<file path="config.mk">
export PLATFORM = sky130hd
export DESIGN_NAME = alu_arbiter
export DESIGN_NICKNAME = d
export VERILOG_FILES = /design/src/rtl/alu_pkg.sv /design/src/rtl/alu.sv /design/src/rtl/alu_arbiter.sv
export SDC_FILE = /design/constraint.sdc
export NUM_CORES = 1
export LEC_CHECK = 0
export CAP_MARGIN = 20
export CORE_MARGIN = 2
export CORE_UTILIZATION = 53
export CTS_BUF_LIST = sky130_fd_sc_hd__clkbuf_16
export DETAILED_ROUTE_END_ITERATION = 7
export PLACE_DENSITY = 0.89
export SYNTH_ARGS = -nofsm -noshare
export SYNTH_HDL_FRONTEND = slang
export SYNTH_SLANG_ARGS = --single-unit
export TNS_END_PERCENT = 50
</file>
<file path="constraint.sdc">
create_clock -name clk -period 4.82 [get_ports clk]
set_input_delay 0.723 -clock clk [delete_from_list [all_inputs] [get_ports clk]]
set_output_delay 0.723 -clock clk [all_outputs]
set_load 0.02 [all_outputs]
</file>
<file path="src/rtl/alu_pkg.sv">
// Shared constants and types for the ALU arbiter slice: data width, opcodes, FSM states.
package alu_pkg;

    localparam int DATA_W = 6;

    localparam logic [1:0] OP_INC_ADD = 2'b00;
    localparam logic [1:0] OP_PASS_A  = 2'b01;
    localparam logic [1:0] OP_AND     = 2'b10;
    localparam logic [1:0] OP_SUB     = 2'b11;

    typedef enum logic [1:0] {
        IDLE = 2'd0,
        EXEC = 2'd1,
        DONE = 2'd2
    } state_t;

    function automatic logic [7:0] sat_inc8(input logic [7:0] v);
        return (v == 8'hFF) ? v : v + 8'd1;
    endfunction

endpackage

</file>
<file path="src/rtl/alu.sv">
// Combinational 6-bit ALU: a+b+1, pass a, a&b, a-b (all modulo 2^DATA_W).
module alu
    import alu_pkg::*;
(
    input  logic [DATA_W-1:0] a,
    input  logic [DATA_W-1:0] b,
    input  logic [1:0]        op,
    output logic [DATA_W-1:0] f
);

    always_comb begin
        // NOTE: default assignment first so no path leaves f unassigned (no latch).
        f = '0;
        case (op)
            OP_INC_ADD: f = a + b + DATA_W'(1);
            OP_PASS_A:  f = a;
            OP_AND:     f = a & b;
            OP_SUB:     f = a - b;
            default:    f = '0;
        endcase
    end

endmodule

</file>
<file path="src/rtl/alu_arbiter.sv">
// Two-requester arbiter in front of a shared ALU; IDLE/EXEC/DONE handshake FSM.
// Optional per-requester saturating grant counters under `ALU_ARB_GRANT_CNT_EN.
module alu_arbiter
    import alu_pkg::*;
#(
    parameter int PRIO_MODE = 0
) (
    input  logic              clk,
    input  logic              rst_n,
    input  logic              req0_valid,
    output logic              req0_ready,
    input  logic [DATA_W-1:0] req0_a,
    input  logic [DATA_W-1:0] req0_b,
    input  logic [1:0]        req0_op,
    input  logic              req1_valid,
    output logic              req1_ready,
    input  logic [DATA_W-1:0] req1_a,
    input  logic [DATA_W-1:0] req1_b,
    input  logic [1:0]        req1_op,
    output logic              res_valid,
    input  logic              res_ready,
    output logic [DATA_W-1:0] res_data,
    output logic              res_id
`ifdef ALU_ARB_GRANT_CNT_EN
    ,
    output logic [7:0]        grant0_cnt,
    output logic [7:0]        grant1_cnt
`endif
);

    state_t            state;
    logic              last_served;
    logic [DATA_W-1:0] a_q;
    logic [DATA_W-1:0] b_q;
    logic [1:0]        op_q;
    logic              id_q;
    logic              grant_id;
    logic              accept_ok;
    logic              hs0;
    logic              hs1;
    logic [DATA_W-1:0] alu_f;

    // On a tie, round-robin picks whoever was not served last; fixed mode always picks 0.
    always_comb begin
        grant_id = 1'b0;
        if (req0_valid && req1_valid)
            grant_id = (PRIO_MODE == 1) ? 1'b0 : ~last_served;
        else if (req1_valid)
            grant_id = 1'b1;
    end

    // rst_n gates ready so nothing is offered while the block is held in reset.
    assign accept_ok  = (state == IDLE) && rst_n;
    assign req0_ready = accept_ok && req0_valid && !grant_id;
    assign req1_ready = accept_ok && req1_valid &&  grant_id;
    assign hs0        = req0_valid && req0_ready;
    assign hs1        = req1_valid && req1_ready;

    alu u_alu (
        .a  (a_q),
        .b  (b_q),
        .op (op_q),
        .f  (alu_f)
    );

    always_ff @(posedge clk or negedge rst_n) begin
        if (!rst_n) begin
            // NOTE: operand registers are reset too, so the ALU never sees X after reset.
            state       <= IDLE;
            res_valid   <= 1'b0;
            res_data    <= '0;
            res_id      <= 1'b0;
            last_served <= 1'b1;
            a_q         <= '0;
            b_q         <= '0;
            op_q        <= '0;
            id_q        <= 1'b0;
        end else begin
            // NOTE: non-blocking everywhere here; every flop samples pre-edge values.
            case (state)
                IDLE: begin
                    if (hs0 || hs1) begin
                        a_q         <= hs1 ? req1_a  : req0_a;
                        b_q         <= hs1 ? req1_b  : req0_b;
                        op_q        <= hs1 ? req1_op : req0_op;
                        id_q        <= hs1;
                        last_served <= hs1;
                        state       <= EXEC;
                    end
                end
                EXEC: begin
                    res_data  <= alu_f;
                    res_id    <= id_q;
                    res_valid <= 1'b1;
                    state     <= DONE;
                end
                DONE: begin
                    if (res_ready) begin
                        res_valid <= 1'b0;
                        state     <= IDLE;
                    end
                end
                default: begin
                    res_valid <= 1'b0;
                    state     <= IDLE;
                end
            endcase
        end
    end

`ifdef ALU_ARB_GRANT_CNT_EN
    always_ff @(posedge clk or negedge rst_n) begin
        if (!rst_n) begin
            grant0_cnt <= 8'd0;
            grant1_cnt <= 8'd0;
        end else begin
            if (hs0) grant0_cnt <= sat_inc8(grant0_cnt);
            if (hs1) grant1_cnt <= sat_inc8(grant1_cnt);
        end
    end
`endif

endmodule

</file>
* Word level (Yosys, flattened, before mapping)
Index checks and enable logic that the tools add are counted. Widths: inputs -> output; s select.
Operators by class: bitwise operators 3, equality and inequality tests 7, mux-type cells 11, reductions and logical operators 15, add/subtract/negate cells 3
Operators with widths (count):
- $pmux 6 s4 | 1
- $mux 6 | 2
- $logic_and 1x1->1 | 8
- $add 6x1->6 const B | 1
- $add 6x6->6 | 1
- $and 6x6->6 | 1
- $eq 2x2->1 const B | 3
- $mux 2 | 3
- $pmux 2 s3 | 1
- $reduce_and 2->1 | 3
- $sub 6x6->6 | 1
- $eq 2x1->1 const B | 2
- $logic_not 2->1 | 2
- $mux 1 | 3
- $pmux 1 s3 | 1
- $ne 2x1->1 const B | 1
- $ne 2x2->1 const B | 1
- $not 1->1 | 2
- $logic_not 1->1 | 1
- $logic_or 1x1->1 | 1
Word-level totals: word-level logic and storage cells 48, register bits 26

* Longest topological paths before layout
word-level depth 8, mapped depth 9, depth with buffers taken out 9

* By module
From an unflattened synthesis, not the netlist that was laid out.
Unflattened totals: cells, all modules 207, area, all modules 1960.6 sq um
By module, submodules not included:
- alu_arbiter | cells an instance 118, area an instance 1290.0 sq um, instances 1
- alu | cells an instance 89, area an instance 670.6 sq um, instances 1

* Least setup slack after synthesis
No wires, ideal clock.
kind input -> output, from in rst_n, to out req0_ready, data required time 4097 ps, stages on the path 4, path buffers 1, data arrival time 1574 ps, setup slack 2523 ps, cells stage by stage nor3b_1 -> nand2_1 -> clkbuf_1 -> nor2_1
On the way: word-level cells in the longest chain between the ends 3
Ends and longest elaborated chain:
- from (decl) | RTL line alu_arbiter.sv:9 | input logic rst_n,
- $logic_and 1x1->1 | RTL line alu_arbiter.sv:53 | assign accept_ok = (state == IDLE) && rst_n;
- $logic_and 1x1->1 (2 in series) | RTL line alu_arbiter.sv:54 | assign req0_ready = accept_ok && req0_valid && !grant_id;
- to (decl) | RTL line alu_arbiter.sv:11 | output logic req0_ready,
Every way passes these cells.

* Worst setup path in the final report
from in rst_n, to out req1_ready
On the way: word-level cells in the longest chain between the ends 3
Ends and longest elaborated chain:
- $logic_and 1x1->1 | RTL line alu_arbiter.sv:53
- $logic_and 1x1->1 (2 in series) | RTL line alu_arbiter.sv:55 | assign req1_ready = accept_ok && req1_valid && grant_id;
- to (decl) | RTL line alu_arbiter.sv:16 | output logic req1_ready,
Every way passes these cells.

==> summary.md <==
| Metric | Value |
|---|---|
| Placed cells | 270 |
| Max Freq | 272.7 MHz |
| Gpl congestion | slightly below 0.9 |
| Die Ht | just over 60 µm |
| Total global-route track usage | 22.94% |
| Design area | 2223 µm² |
| Resize count post-CTS | 0 |
| Area of placed instances | 2145 µm² |
| Die boundary width | 60.73 µm |
| Drt drc | 0 |
| Clk Latency, worst-skew pair | 0.26 ns |
| Hold buffer count at CTS | 0 |
| Setup Buffers After CTS | 0 |
| Met3 wire length | 185 µm |
| Longest Clk Path Bufs | 2 |
| Max VDD drop | 0.3029 mV |
| CTS root buf | clkbuf_16 |
| Met2 WL post-DR | between 1500 and 2000 µm |
| I/O Pins | between 40 and 50 |
| Number of synthesized flops with an enable pin | 0 |
| Share of post-route cells with drive strength above 1 | 6.957% |
| Port bufs | 42 |
| Initial antenna violation count | 0 |
| Critical path's slowest cell | clkdlybuf4s50_1 |
| Final #Nets | 278 |
| CP Class | primary input to output pin |
| Core Box Area | 3053 µm² |
| Buf/Inv on CP | 3 |
| Fin cells | ~270 |
| Leak | 0.9795 nW |
| Synth area leader | dfrtp_1 |
| FP Rows | 20 |
| Total iterations of the first detailed-routing run | 4 |
| Synthesized area | roughly 1700 µm² |
| Clk sink count | 26 |
| Data required, critical path | ~4.1 ns |
| Avg WL per Cell | roughly 14 µm |
| Yosys reg bits | 26 |
| Gate Count Post-Synth | 192 |
| CTS H-tree lvls | 1 |
| Final min period | approximately 3.7 ns |
| Top-count cell post-synth | nand2_1 |
| Power per cell area | 713.6 nW/µm² |
| Ys Warns | 0 |
| Final Cycle Share | 76.09% |
| Largest net degree at the start of global routing | 27 |
| CTS tree | done |
| Status | finished, final reports clean |
| Netlist cell types | 39 |
| Antenna Cells | 0 |
| First-pass GRT wire length | between 6000 and 7000 µm |
| Commonest cells post-synth | 32 x nand2_1, 25 x dfrtp_1, 25 x nor2_1, 14 x a21oi_1 |
| Final hold vios | 0 |
| CP max stage delay | 0.65 ns |
| Initial DRC count | 49 |
| Reg clk slew, reported paths | about 0.060 ns |
| Setup TNS | 0 ns |
| Routed Antenna Nets | 0 |
| Total global routing overflow | 0 |
| Via-to-Cell Ratio | approximately 5.4 |
| Synth Area per Inst | 8.882 µm² |
| Crit path max fanout | 18 |
| CP arrival | ~2.9 ns |
| Worst path top cell family by delay | buffers and inverters |
| Post-synth net total | 239 |
| Worst-path cell chain | clkdlybuf4s50_1 -> nor3b_1 -> nand2_1 -> inv_2 -> clkdlybuf4s50_1 |
| Num CTS Buffers | 3 |
| Layout area overhead | 30.37% |
| Setup crit start kind | primary input |
| CP most frequent cell | clkdlybuf4s50_1 |
| Post-synthesis sequential area ratio | 38.22% |
| DP Wirelength | 2778 µm |
| Max-cap violation count | 0 |
| RSZ-0062 raised after global routing | no |
| Final slew viol count | 0 |
| Die area | about 3700 µm² |
| Synth top area cells | dfrtp_1 37%, ha_1 8.8%, nand2_1 7.0% |
| Post-synth ARST share | between 90% and 100% |
| Final setup viols | 0 |
| Main flop type after synthesis | dfrtp_1 |
| Layout fillers | around 250 |
| Number of global-route vias before repair | between 1k and 1.5k |
| Initial core utilization | about 56% |
| Rel. slew slack | between 40% and 50% |
| Vias | about 1.5k |
| Final wirelength | 3777 µm |
| Tightest Pin Transition | ~0.8 ns |
| Clk_skew | 0.002089 ns |
| Uppermost layer routed | met4 |
| Worst Setup End Kind | output pin |
| Yosys top cell area share | a little under two fifths |
| Metal1 wirelength | ~1700 µm |
| HP Class | flip-flop to flip-flop |
final cells by class:
class / instances / area [µm²] / area share [%]
clock buffers: 3 / 75.07 / 3.376
repair buffers: 43 / 427.9 / 19.25
flip-flops and latches: 26 / 651.9 / 29.32
clock inverters: 1 / 3.754 / 0.1688
multi-input cells: 144 / 960.9 / 43.22
inverters: 13 / 48.80 / 2.195
well taps: 44 / 55.05 / 2.476
logic make-up after synthesis:
family          synth area share, %
buf+inv                       5.429
compound gates                15.70
fa+ha+maj                     11.15
flops                         38.22
mux                           8.437
simple gates                  19.00
xor+xnor                      2.055
worst reg2reg max path, stage by stage (launching register included):
cell     delay, ns
dfrtp_1       0.39
inv_1         0.13
ha_1          0.24
inv_1         0.07
fa_1          0.41
xor2_1        0.17
mux4_2        0.45
mux2_2        0.27
placed cells by master, fill, tap and decap left out, types with 2 or more instances in the layout:
master / count
mux4_2: 3
xor2_1: 2
nand2_1: 32
o21a_1: 2
a21o_1: 3
fa_1: 2
a21oi_1: 14
nor2_1: 25
nand3_1: 3
nor3_1: 2
o21ai_1: 7
clkbuf_16: 3
mux2_2: 5
or3_1: 2
mux2i_1: 2
dfrtp_1: 25
clkdlybuf4s50_1: 42
a31oi_1: 8
xnor2_1: 2
inv_1: 12
ha_1: 12
a211oi_1: 2
o21ai_0: 2
nor2b_1: 2
flip-flops by register name, summed over array words and instances, names as in the netlist, 2 cells and up:
register / cells
a_q: 6
b_q: 6
res_data: 6
op_q: 2
state: 2
path summary, 6_finish.rpt:
kind | slack, ns | startpoint | cells past startpoint | end
max in group asynchronous | 3.63 | rst_n | 2 | last_served
hold reg to reg | 0.48 | last_served | 2 | last_served
hold / removal | 0.48 | last_served | 2 | last_served
setup reg to reg | 2.59 | a_q[0] | 7 | res_data[2]
min in group asynchronous | 0.90 | rst_n | 2 | b_q[1]
setup / recovery | 1.15 | rst_n | 5 | req1_ready
through the flow:
| stage | total power [mW] | hold WS, ns | setup WS (ns) | util, % |
|---|---|---|---|---|
| 2_1_floorplan | 1.144 | 0.4274 | 2.523 | - |
| 6_report | 1.587 | 0.4752 | 1.152 | 72.83 |
| 5_1_grt | 1.705 | 0.5033 | 0.9720 | 72.83 |
| 4_1_cts | 1.580 | 0.4740 | 1.128 | 72.83 |
| 3_3_place_gp | 1.331 | 0.4524 | 1.188 | 70.25 |
| 3_5_place_dp | 1.379 | 0.4635 | 1.149 | 70.25 |
report_power, final:
part           switching [mW]  total [mW]  internal [mW]
clock                  0.0739       0.185          0.111
sequential              0.114       0.444          0.330
combinational           0.487       0.958          0.471
total                   0.675        1.59          0.912
routing by layer:
metal | vias up | GRT usage [%]
met5 | - | 0
met4 | 0 | 7.453
li1 | 736 | -
met1 | 687 | 30.86
met2 | 61 | 39.32
met3 | 7 | 1.919
Note: power is estimated with default switching activity, not from simulation.
